==> config.mk <==
export PLATFORM = sky130hd
export DESIGN_NAME = stack_cache_ctrl
export DESIGN_NICKNAME = d
export VERILOG_FILES = /design/src/rtl/stack_cache_ctrl.sv
export SDC_FILE = /design/constraint.sdc
export NUM_CORES = 1
export LEC_CHECK = 0
export ABC_AREA = 1
export CAP_MARGIN = 20
export CORE_MARGIN = 2
export CORE_UTILIZATION = 44
export CTS_BUF_LIST = sky130_fd_sc_hd__clkbuf_4
export DETAILED_ROUTE_END_ITERATION = 10
export PLACE_DENSITY_LB_ADDON = 0.3
export SYNTH_ARGS = -nofsm -noshare
export SYNTH_HDL_FRONTEND = slang
export SYNTH_SLANG_ARGS = --single-unit
export TNS_END_PERCENT = 100
==> constraint.sdc <==
create_clock -name clk -period 3.3 [get_ports clk]
set_input_delay 0.33 -clock clk [delete_from_list [all_inputs] [get_ports clk]]
set_output_delay 0.33 -clock clk [all_outputs]
set_load 0.01 [all_outputs]
==> src/rtl/stack_cache_ctrl.sv <==
// rtl/stack_cache_ctrl.sv - operand-stack controller caching TOS/NOS in registers, spilling deeper entries to memory
module stack_cache_ctrl #(
    parameter int DBITS = 32,
    parameter int ABITS = 32,
    parameter int BASE  = 0,
    parameter int DEPTH = 1024,
    parameter int CBITS = 11
) (
    input  logic             clk,
    input  logic             rst_n,
    input  logic             op_valid,
    input  logic [1:0]       op,
    input  logic [DBITS-1:0] op_data,
    output logic             op_ready,
    output logic [DBITS-1:0] tos,
    output logic [DBITS-1:0] nos,
    output logic [CBITS-1:0] count,
    output logic             empty,
    output logic             full,
    output logic             err_under,
    output logic             err_over,
    input  logic             err_clr,
    output logic             mem_en,
    output logic             mem_we,
    output logic [ABITS-1:0] mem_addr,
    output logic [DBITS-1:0] mem_din,
    input  logic [DBITS-1:0] mem_dout
);
    typedef enum logic [1:0] {S_IDLE, S_SPILL, S_FILL} state_e;

    localparam logic [1:0]       OP_NOP   = 2'b00;
    localparam logic [1:0]       OP_PUSH  = 2'b01;
    localparam logic [1:0]       OP_POP   = 2'b10;
    localparam logic [1:0]       OP_BINOP = 2'b11;
    localparam logic [CBITS-1:0] FULL_CNT = CBITS'(DEPTH + 2);
    localparam logic [ABITS-1:0] BASE_A   = ABITS'(BASE);

    state_e           state_q, state_d;
    logic [DBITS-1:0] tos_q, tos_d, nos_q, nos_d, spill_q, spill_d;
    logic [CBITS-1:0] sp_q, sp_d;
    logic [1:0]       cached_q, cached_d;
    logic             err_under_q, err_under_d, err_over_q, err_over_d;
    logic             set_under, set_over;

    assign count     = CBITS'(cached_q) + sp_q;
    assign empty     = (count == '0);
    assign full      = (count == FULL_CNT);
    assign tos       = tos_q;
    assign nos       = nos_q;
    assign err_under = err_under_q;
    assign err_over  = err_over_q;

    always_comb begin
        state_d   = state_q;
        tos_d     = tos_q;
        nos_d     = nos_q;
        spill_d   = spill_q;
        sp_d      = sp_q;
        cached_d  = cached_q;
        set_under = 1'b0;
        set_over  = 1'b0;
        op_ready  = 1'b0;
        mem_en    = 1'b0;
        mem_we    = 1'b0;
        mem_addr  = '0;
        mem_din   = '0;
        case (state_q)
            S_IDLE: begin
                op_ready = 1'b1;
                if (op_valid) begin
                    case (op)
                        OP_NOP: ;
                        OP_PUSH: begin
                            if (full) begin
                                set_over = 1'b1;
                            end else begin
                                nos_d = tos_q;
                                tos_d = op_data;
                                // Both cache slots busy: the old NOS is parked for the memory write.
                                if (cached_q == 2'd2) begin
                                    spill_d = nos_q;
                                    state_d = S_SPILL;
                                end else begin
                                    cached_d = cached_q + 2'd1;
                                end
                            end
                        end
                        OP_POP: begin
                            if (empty) begin
                                set_under = 1'b1;
                            end else begin
                                tos_d    = nos_q;
                                cached_d = cached_q - 2'd1;
                                if (sp_q != '0) state_d = S_FILL;
                            end
                        end
                        OP_BINOP: begin
                            if (count < CBITS'(2)) begin
                                set_under = 1'b1;
                            end else begin
                                tos_d    = op_data;
                                cached_d = 2'd1;
                                if (sp_q != '0) state_d = S_FILL;
                            end
                        end
                        default: ;
                    endcase
                end
            end
            S_SPILL: begin
                mem_en   = 1'b1;
                mem_we   = 1'b1;
                mem_addr = BASE_A + ABITS'(sp_q);
                mem_din  = spill_q;
                sp_d     = sp_q + CBITS'(1);
                state_d  = S_IDLE;
            end
            S_FILL: begin
                mem_en   = 1'b1;
                mem_addr = BASE_A + ABITS'(sp_q) - ABITS'(1);
                nos_d    = mem_dout;
                sp_d     = sp_q - CBITS'(1);
                cached_d = cached_q + 2'd1;
                state_d  = S_IDLE;
            end
            default: state_d = S_IDLE;
        endcase
        // Clearing wins over an error raised in the same cycle.
        err_under_d = err_clr ? 1'b0 : (err_under_q | set_under);
        err_over_d  = err_clr ? 1'b0 : (err_over_q | set_over);
    end

    always_ff @(posedge clk or negedge rst_n) begin
        if (!rst_n) begin
            state_q     <= S_IDLE;
            tos_q       <= '0;
            nos_q       <= '0;
            spill_q     <= '0;
            sp_q        <= '0;
            cached_q    <= '0;
            err_under_q <= 1'b0;
            err_over_q  <= 1'b0;
        end else begin
            state_q     <= state_d;
            tos_q       <= tos_d;
            nos_q       <= nos_d;
            spill_q     <= spill_d;
            sp_q        <= sp_d;
            cached_q    <= cached_d;
            err_under_q <= err_under_d;
            err_over_q  <= err_over_d;
        end
    end
endmodule

==> results of run 1 <==
-- cells in the mapped netlist (2+ instances only) --
library cell,n
nand2_1,241
inv_1,137
o21ai_0,114
dfrtp_1,113
nor2_1,57
a21oi_1,42
o21ai_2,32
nand3_1,28
buf_4,24
clkbuf_1,20
ha_1,20
buf_6,12
xor2_1,12
nand2_2,10
nor2_2,8
nor3_1,7
o22ai_1,7
nand4_1,6
o21ai_1,5
buf_2,4
nand3_2,4
a21oi_2,3
o31ai_1,3
fa_1,2
inv_2,2
nor4_1,2
or2_2,2
xnor2_1,2
-- report_power, final --
part | internal (mW) | switching, mW
logic | 2.26 | 2.65
registers | 2.07 | 0.570
clock network | 0.441 | 0.541
total | 4.77 | 3.76
-- worst paths after layout --
kind,slack [ns],depth (start not counted),endpoint
hold / removal,0.36,2,err_over
max in group asynchronous,2.12,3,tos[23]
hold reg to reg,0.50,2,spill_q[26]
setup / recovery,0.17,10,mem_addr[10]
min in group asynchronous,0.40,2,spill_q[10]
setup reg to reg,0.43,18,nos[15]
-- sequential cells by signal, summed over array words and instances, names as in the netlist --
| register | cells |
|---|---|
| err_over | 1 |
| tos | 32 |
| spill_q | 32 |
| state_q | 2 |
| nos | 32 |
| sp_q | 11 |
| cached_q | 2 |
| err_under | 1 |
-- layout by cell type (no fill, tap or decap), types with 10 or more instances in the layout --
| master | netlist | final |
|---|---|---|
| a21oi_1 | 42 | 42 |
| buf_4 | 24 | 16 |
| clkbuf_4 | 0 | 18 |
| clkdlybuf4s50_1 | 0 | 212 |
| dfrtp_1 | 113 | 110 |
| ha_1 | 20 | 18 |
| inv_1 | 137 | 133 |
| nand2_1 | 241 | 241 |
| nand2_2 | 10 | 10 |
| nand3_1 | 28 | 27 |
| nor2_1 | 57 | 56 |
| o21ai_0 | 114 | 114 |
| o21ai_2 | 32 | 32 |
| xor2_1 | 12 | 12 |
-- timing repair --
item / 4_1_cts / 5_1_grt
setup endpoints to repair: 3 / 26
setup buffers: 3 / 1
hold buffers: 1 / 0
hold endpoints to repair: 54 / 0
pin swaps: 1 / 2
resized for setup: 5 / 11
-- layout make-up --
class / count / area share (%)
inverters: 139 / 5.549
clock inverters: 13 / 1.282
flip-flops and latches: 113 / 29.90
well taps: 216 / 2.854
repair buffers: 236 / 25.02
clock buffers: 18 / 1.427
diodes: 1 / 0.02642
multi-input cells: 613 / 33.94
-- critical path, cell delays in order (launching register included) --
cell	delay (ns)
dfrtp_2	0.43
buf_4	0.16
clkinvlp_4	0.12
ha_1	0.21
nand2_1	0.07
inv_1	0.09
nand4_1	0.19
nor3_4	0.24
xor2_1	0.09
o22ai_1	0.12
clkdlybuf4s50_1	0.56
-- routing by layer --
metal	GRT usage (%)	part of all wire (%)	vias up
met3	6.806	6.8	36
met4	8.855	2.3	0
met1	28.93	45	2938
met2	36.19	46	199
met5	0	0	-
li1	-	-	3305
-- cell families after synthesis --
logic type | after synthesis | synth area share [%]
compound gates | 208 | 17.11
xor+xnor | 14 | 1.758
fa+ha+maj | 22 | 4.161
buf+inv | 203 | 13.90
flops | 113 | 40.53
simple gates | 369 | 22.54
-- through the flow --
stage / utilization [%] / hold slack (ns) / instances / setup WS, ns
after floorplan: - / 0.03441 / 929 / 0.1668
after global placement: 58.17 / 0.4493 / 1312 / 0.3120
after detailed placement: 58.17 / 0.4432 / 1312 / 0.2585
after CTS: 60.07 / 0.3048 / 1347 / -0.1819
after global routing: 60.27 / 0.3105 / 1349 / -0.02268
final: 60.27 / 0.3589 / 1349 / 0.1749
==> metrics.md, run 1 <==
| Metric | Value |
|---|---|
| Outcome | `complete, no violations` |
| Iter 0 DRT Violations | `330` |
| Row count | `46` |
| CP Launch Type | `flip-flop` |
| Fin crit share | `94.70%` |
| Vias in the first global route | `6,201` |
| Final GP Congestion | `0.8725` |
| Ys Warns | `0` |
| Fillers | `around 1,500` |
| CP arrival | `2.80 ns` |
| Wire per inst | `13.92 um` |
| Synth-to-Final Area Change | `35.74%` |
| Setup Viol. Count Final | `0` |
| Tmin final | `around 3.1 ns` |
| Register area | `2831 sq um` |
| Final net count | `1,212` |
| Initial antenna violation count | `1` |
| Clock Tree Buf Depth | `2` |
| Top FF cell, synth | `dfrtp_1` |
| Tot Pwr | `roughly 8.5 mW` |
| Crit. Startpoint | `sp_q[0]` |
| FF+latch count, synth | `around 110` |
| Drt drc | `0` |
| Placement Cell Area | `9140 sq um` |
| CP endpoint kind | `output pin` |
| Worst VDD drop | `0.4585 mV` |
| Syn Area/Cell | `around 7.5 sq um` |
| Num CTS Buffers | `17` |
| Pwr Density | `900.7 nW/um^2` |
| Vias/cell | `4.802` |
| Buffers on Ports | `roughly 220` |
| Hpwl dp | `between 10 and 15 mm` |
| Net Count, Synth | `1,021` |
| Vias | `between 6,000 and 7,000` |
| Synth area leaders | `dfrtp_1, nand2_1, o21ai_0` |
| GRT Total Usage | `22.62%` |
| CTS sink cnt | `113` |
| Drt total wl | `about 19 mm` |
| Worst Hold Class | `primary input to flip-flop` |
| I/O Pins | `216` |
| Post-Synthesis Cells | `about 930` |
| Fmax | `0.3200 GHz` |
| First-pass GRT wire length | `29.77 mm` |
| Layout cell share with drive strength beyond 1 | `11.40%` |
| Synthesized area | `6977 sq um` |
| Antenna violation net count after detailed routing | `0` |
| Worst Path Max Fanout | `6` |
| CTS tree | `yes` |
| Die height | `129.9 um` |
| Hold path startpoint | `err_clr` |
| Worst path required time | `2.97 ns` |
| Root buffer cell | `clkbuf_4` |
| Leak pwr | `4.634 nW` |
| Worst r2r src | `sp_q[0]` |
| Final Skew | `0.01235 ns` |
| Post-synth top area share | `roughly 41%` |
| Worst-path clk slew | `roughly 0.11 ns` |
| Core Region | `15,710 sq um` |
| Worst-skew pair later-pin latency | `0.52 ns` |
| Die width | `129.9 um` |
| Total die area | `approximately 17,000 sq um` |
| CTS HTree Levels | `4` |
| Sequential share of the synthesized area | `between 40 and 50%` |
| Initial Util | `44.40%` |
| Max-slew violations | `0` |
| Fin area | `9470 sq um` |
| Largest net degree at the start of global routing | `66` |
| Largest area contributor in the netlist | `dfrtp_1` |
| Setup CP Type | `flip-flop to output pin` |
| Asr flop ratio synth | `100.0%` |
| Max-Cap Viols | `0` |
| Grt total ovfl | `0` |
| Area of the multi-input gates | `roughly 3200 sq um` |
| Worst slew pin tran | `0.7367 ns` |
| EDFF count, synth | `0` |
| Setup TNS | `0 ns` |
| Synth cell types | `38` |
| Final Hold Viols | `0` |
| Worst slew margin | `50.88%` |
| Pre-Repair DR Iteration Count | `4` |
Power figures use the tool's default switching activity.
==> inputs of run 2 (changes only) <==
CAP_MARGIN = 40   (was 20)
CORE_UTILIZATION = 45   (was 44)
clock period = 3.8 ns   (was 3.3 ns; I/O delays follow)
==> metrics.md, run 2 (synthesized netlist as in run 1, its figures left out) <==
| Metric | Value |
|---|---|
| Die height | `128.5 um (-1.1%)` |
| Worst-skew pair later-pin latency | `0.53 ns (about the same)` |
| Initial Util | `45.89% (+1.5 points)` |
| Worst slew pin tran | `0.8398 ns (+0.1030 ns)` |
| Top delay family on crit path | `simple AND/OR/NAND/NOR gates` |
| Commonest non-fill, non-tap cell in the layout | `nand2_1` |
| CP Launch Type | `flip-flop` |
| Antenna violation net count after detailed routing | `0 (unchanged)` |
| Worst slew margin | `44.02% (-6.9 points)` |
| Final net count | `1,204 (-0.66%)` |
| CP Buf/Inv Count | `3 (-1)` |
| Wire per inst | `14.32 um (+2.8%)` |
| Vias in the first global route | `6,179 (-0.35%)` |
| DP Cell Count | `1,278 (-2.6%)` |
| Worst Hold Class | `primary input to flip-flop` |
| CTS sink cnt | `113 (unchanged)` |
| Final Skew | `0.02003 ns (+0.007685 ns)` |
| Fin crit share | `93.27%` |
| CTS HTree Levels | `4 (unchanged)` |
| Max incr delay on CP | `0.59 ns (+0.03 ns)` |
| Layout cell share with drive strength beyond 1 | `10.41% (-0.99 points)` |
| GRT Total Usage | `23.09% (+0.47 points)` |
| First-pass GRT wire length | `30.04 mm (+0.93%)` |
| Pwr Density | `783.3 nW/um^2 (-13%)` |
| Max-slew violations | `0 (unchanged)` |
| CP cell instances | `ha_2 > inv_1 > fa_1 > inv_1 > nand3_2 > nor2_4 > nand3_1 > nand2_2 > nand2_1 > nor4_1 > clkdlybuf4s50_1` |
| Final GP Congestion | `0.8906 (+2.1%)` |
| Total die area | `16,520 sq um (-2.2%)` |
| Final Non-Filler Cells | `1,313 (-2.7%)` |
| Initial antenna violation count | `1 (unchanged)` |
| Fmax | `approximately 0.28 GHz` |
| Vias/cell | `4.927 (+2.6%)` |
| Worst Path Max Fanout | `7 (+1)` |
| Buffers on Ports | `215 (unchanged)` |
| Largest net degree at the start of global routing | `65 (-1.5%)` |
| Num CTS Buffers | `17 (unchanged)` |
| Crit-path slowest cell | `clkdlybuf4s50_1` |
| Finished Core Util | `61.14% (+0.87 points)` |
| Worst VDD drop | `0.3784 mV (-17%)` |
| Outcome | `complete, no violations` |
| Max-Cap Viols | `0 (unchanged)` |
| Root buffer cell | `clkbuf_4` |
| Worst-path clk slew | `0.10 ns (about the same)` |
| RSZ-0062 raised after global routing | `no` |
| Drt drc | `0 (unchanged)` |
| Hpwl dp | `13.52 mm (-0.17%)` |
| I/O Pins | `216 (unchanged)` |
| CP arrival | `3.16 ns (+0.36 ns)` |
| CTS tree | `yes` |
| Most frequent cells in the layout | `nand2_1, clkdlybuf4s50_1, inv_1` |
| Tmin final | `between 3 and 4 ns` |
| Iter 0 DRT Violations | `301 (-8.8%)` |
| Vias | `6,469 (-0.14%)` |
| CP endpoint kind | `output pin` |
| Core Region | `15,200 sq um (-3.2%)` |
| Setup CP Type | `flip-flop to output pin` |
| Drt total wl | `18.80 mm (about the same)` |
| Crit-path most repeated cell | `inv_1` |
| Leak pwr | `4.547 nW (-1.9%)` |
| Final hold slack | `0.4287 ns (+0.06982 ns)` |
| Pre-Repair DR Iteration Count | `5 (+1)` |
| Synth-to-Final Area Change | `33.23%` |
| Clock Tree Buf Depth | `2 (unchanged)` |
| Setup TNS | `0 ns (unchanged)` |
| Grt total ovfl | `0 (unchanged)` |
| Worst path required time | `3.42 ns (+0.45 ns)` |
| Row count | `45 (-2.2%)` |
| Final Hold Viols | `0 (unchanged)` |
| Die width | `128.5 um (-1.1%)` |
| Setup Viol. Count Final | `0 (unchanged)` |
==> run 2: cell type report <==
class / instances / area [sq um]
Antenna cell: 1 / 2.502
Clock buffer: 19 / 142.6
Clock inverter: 12 / 95.09
Fill cell: 1443 / 5907
Inverter: 139 / 521.8
Multi-Input combinational cell: 613 / 3207
Sequential cell: 113 / 2829
Tap cell: 188 / 235.2
Timing Repair Buffer: 228 / 2262
==> run 2: worst paths after layout <==
| check | from | endpoint | slack (ns) | depth (start not counted) |
|---|---|---|---|---|
| worst max-delay path | sp_q[0] | empty | 0.26 | 11 |
| worst min-delay path | err_clr | err_under | 0.43 | 2 |
| worst max register to register | sp_q[0] | spill_q[28] | 0.63 | 14 |
| worst min register to register | spill_q[19] | spill_q[19] | 0.49 | 2 |
| max in group asynchronous | rst_n | sp_q[0] | 2.45 | 3 |
| min in group asynchronous | rst_n | nos[29] | 0.45 | 2 |
==> run 2: worst reg2reg max path: stages, from the launching register on <==
cell and delay, ns:
dfrtp_2 0.44, ha_2 0.23, inv_1 0.06, fa_1 0.41, inv_1 0.11, nand3_2 0.12
nor2_4 0.15, nand3_1 0.09, nand2_2 0.11, inv_2 0.04, nand2_1 0.06, nor2_2 0.05
nand2_2 0.11, nand4_4 0.61, o21ai_0 0.49
==> run 2: what timing repair did <==
| action | in CTS | in global routing |
|---|---|---|
| setup endpoints to repair | 0 | 2 |
| gates resized for setup | 0 | 6 |
| hold buffers | 1 | 0 |
| endpoints found under the hold margin | 54 | 0 |
| setup buffers | 0 | 2 |
==> run 2: through the flow <==
step | setup WS, ns | power (mW) | cell area [sq um]
3_3_place_gp | 0.7280 | 6.378 | 9010
3_5_place_dp | 0.5643 | 6.469 | 9010
2_1_floorplan | 0.6168 | 4.754 | 6983
4_1_cts | 0.09406 | 7.297 | 9258
6_report | 0.2557 | 7.281 | 9295
5_1_grt | 0.006402 | 7.918 | 9295
==> run 2: power by group <==
part / internal, mW / switching [mW] / total [mW] / leakage [nW]
Sequential: 1.79 / 0.497 / 2.29 / 1.38
Clock: 0.326 / 0.470 / 0.795 / 0.131
Combinational: 1.91 / 2.28 / 4.20 / 3.03
==> run 2: layer usage <==
| metal | up-vias | wire length, um | part of all wire [%] | track usage [%] |
|---|---|---|---|---|
| li1 | 3280 | - | - | - |
| met1 | 2946 | 8180 | 44 | 29.10 |
| met2 | 215 | 8936 | 48 | 38.45 |
| met3 | 28 | 1329 | 7.1 | 6.528 |
| met4 | 0 | 352 | 1.9 | 7.801 |
| met5 | - | 0 | 0 | 0 |
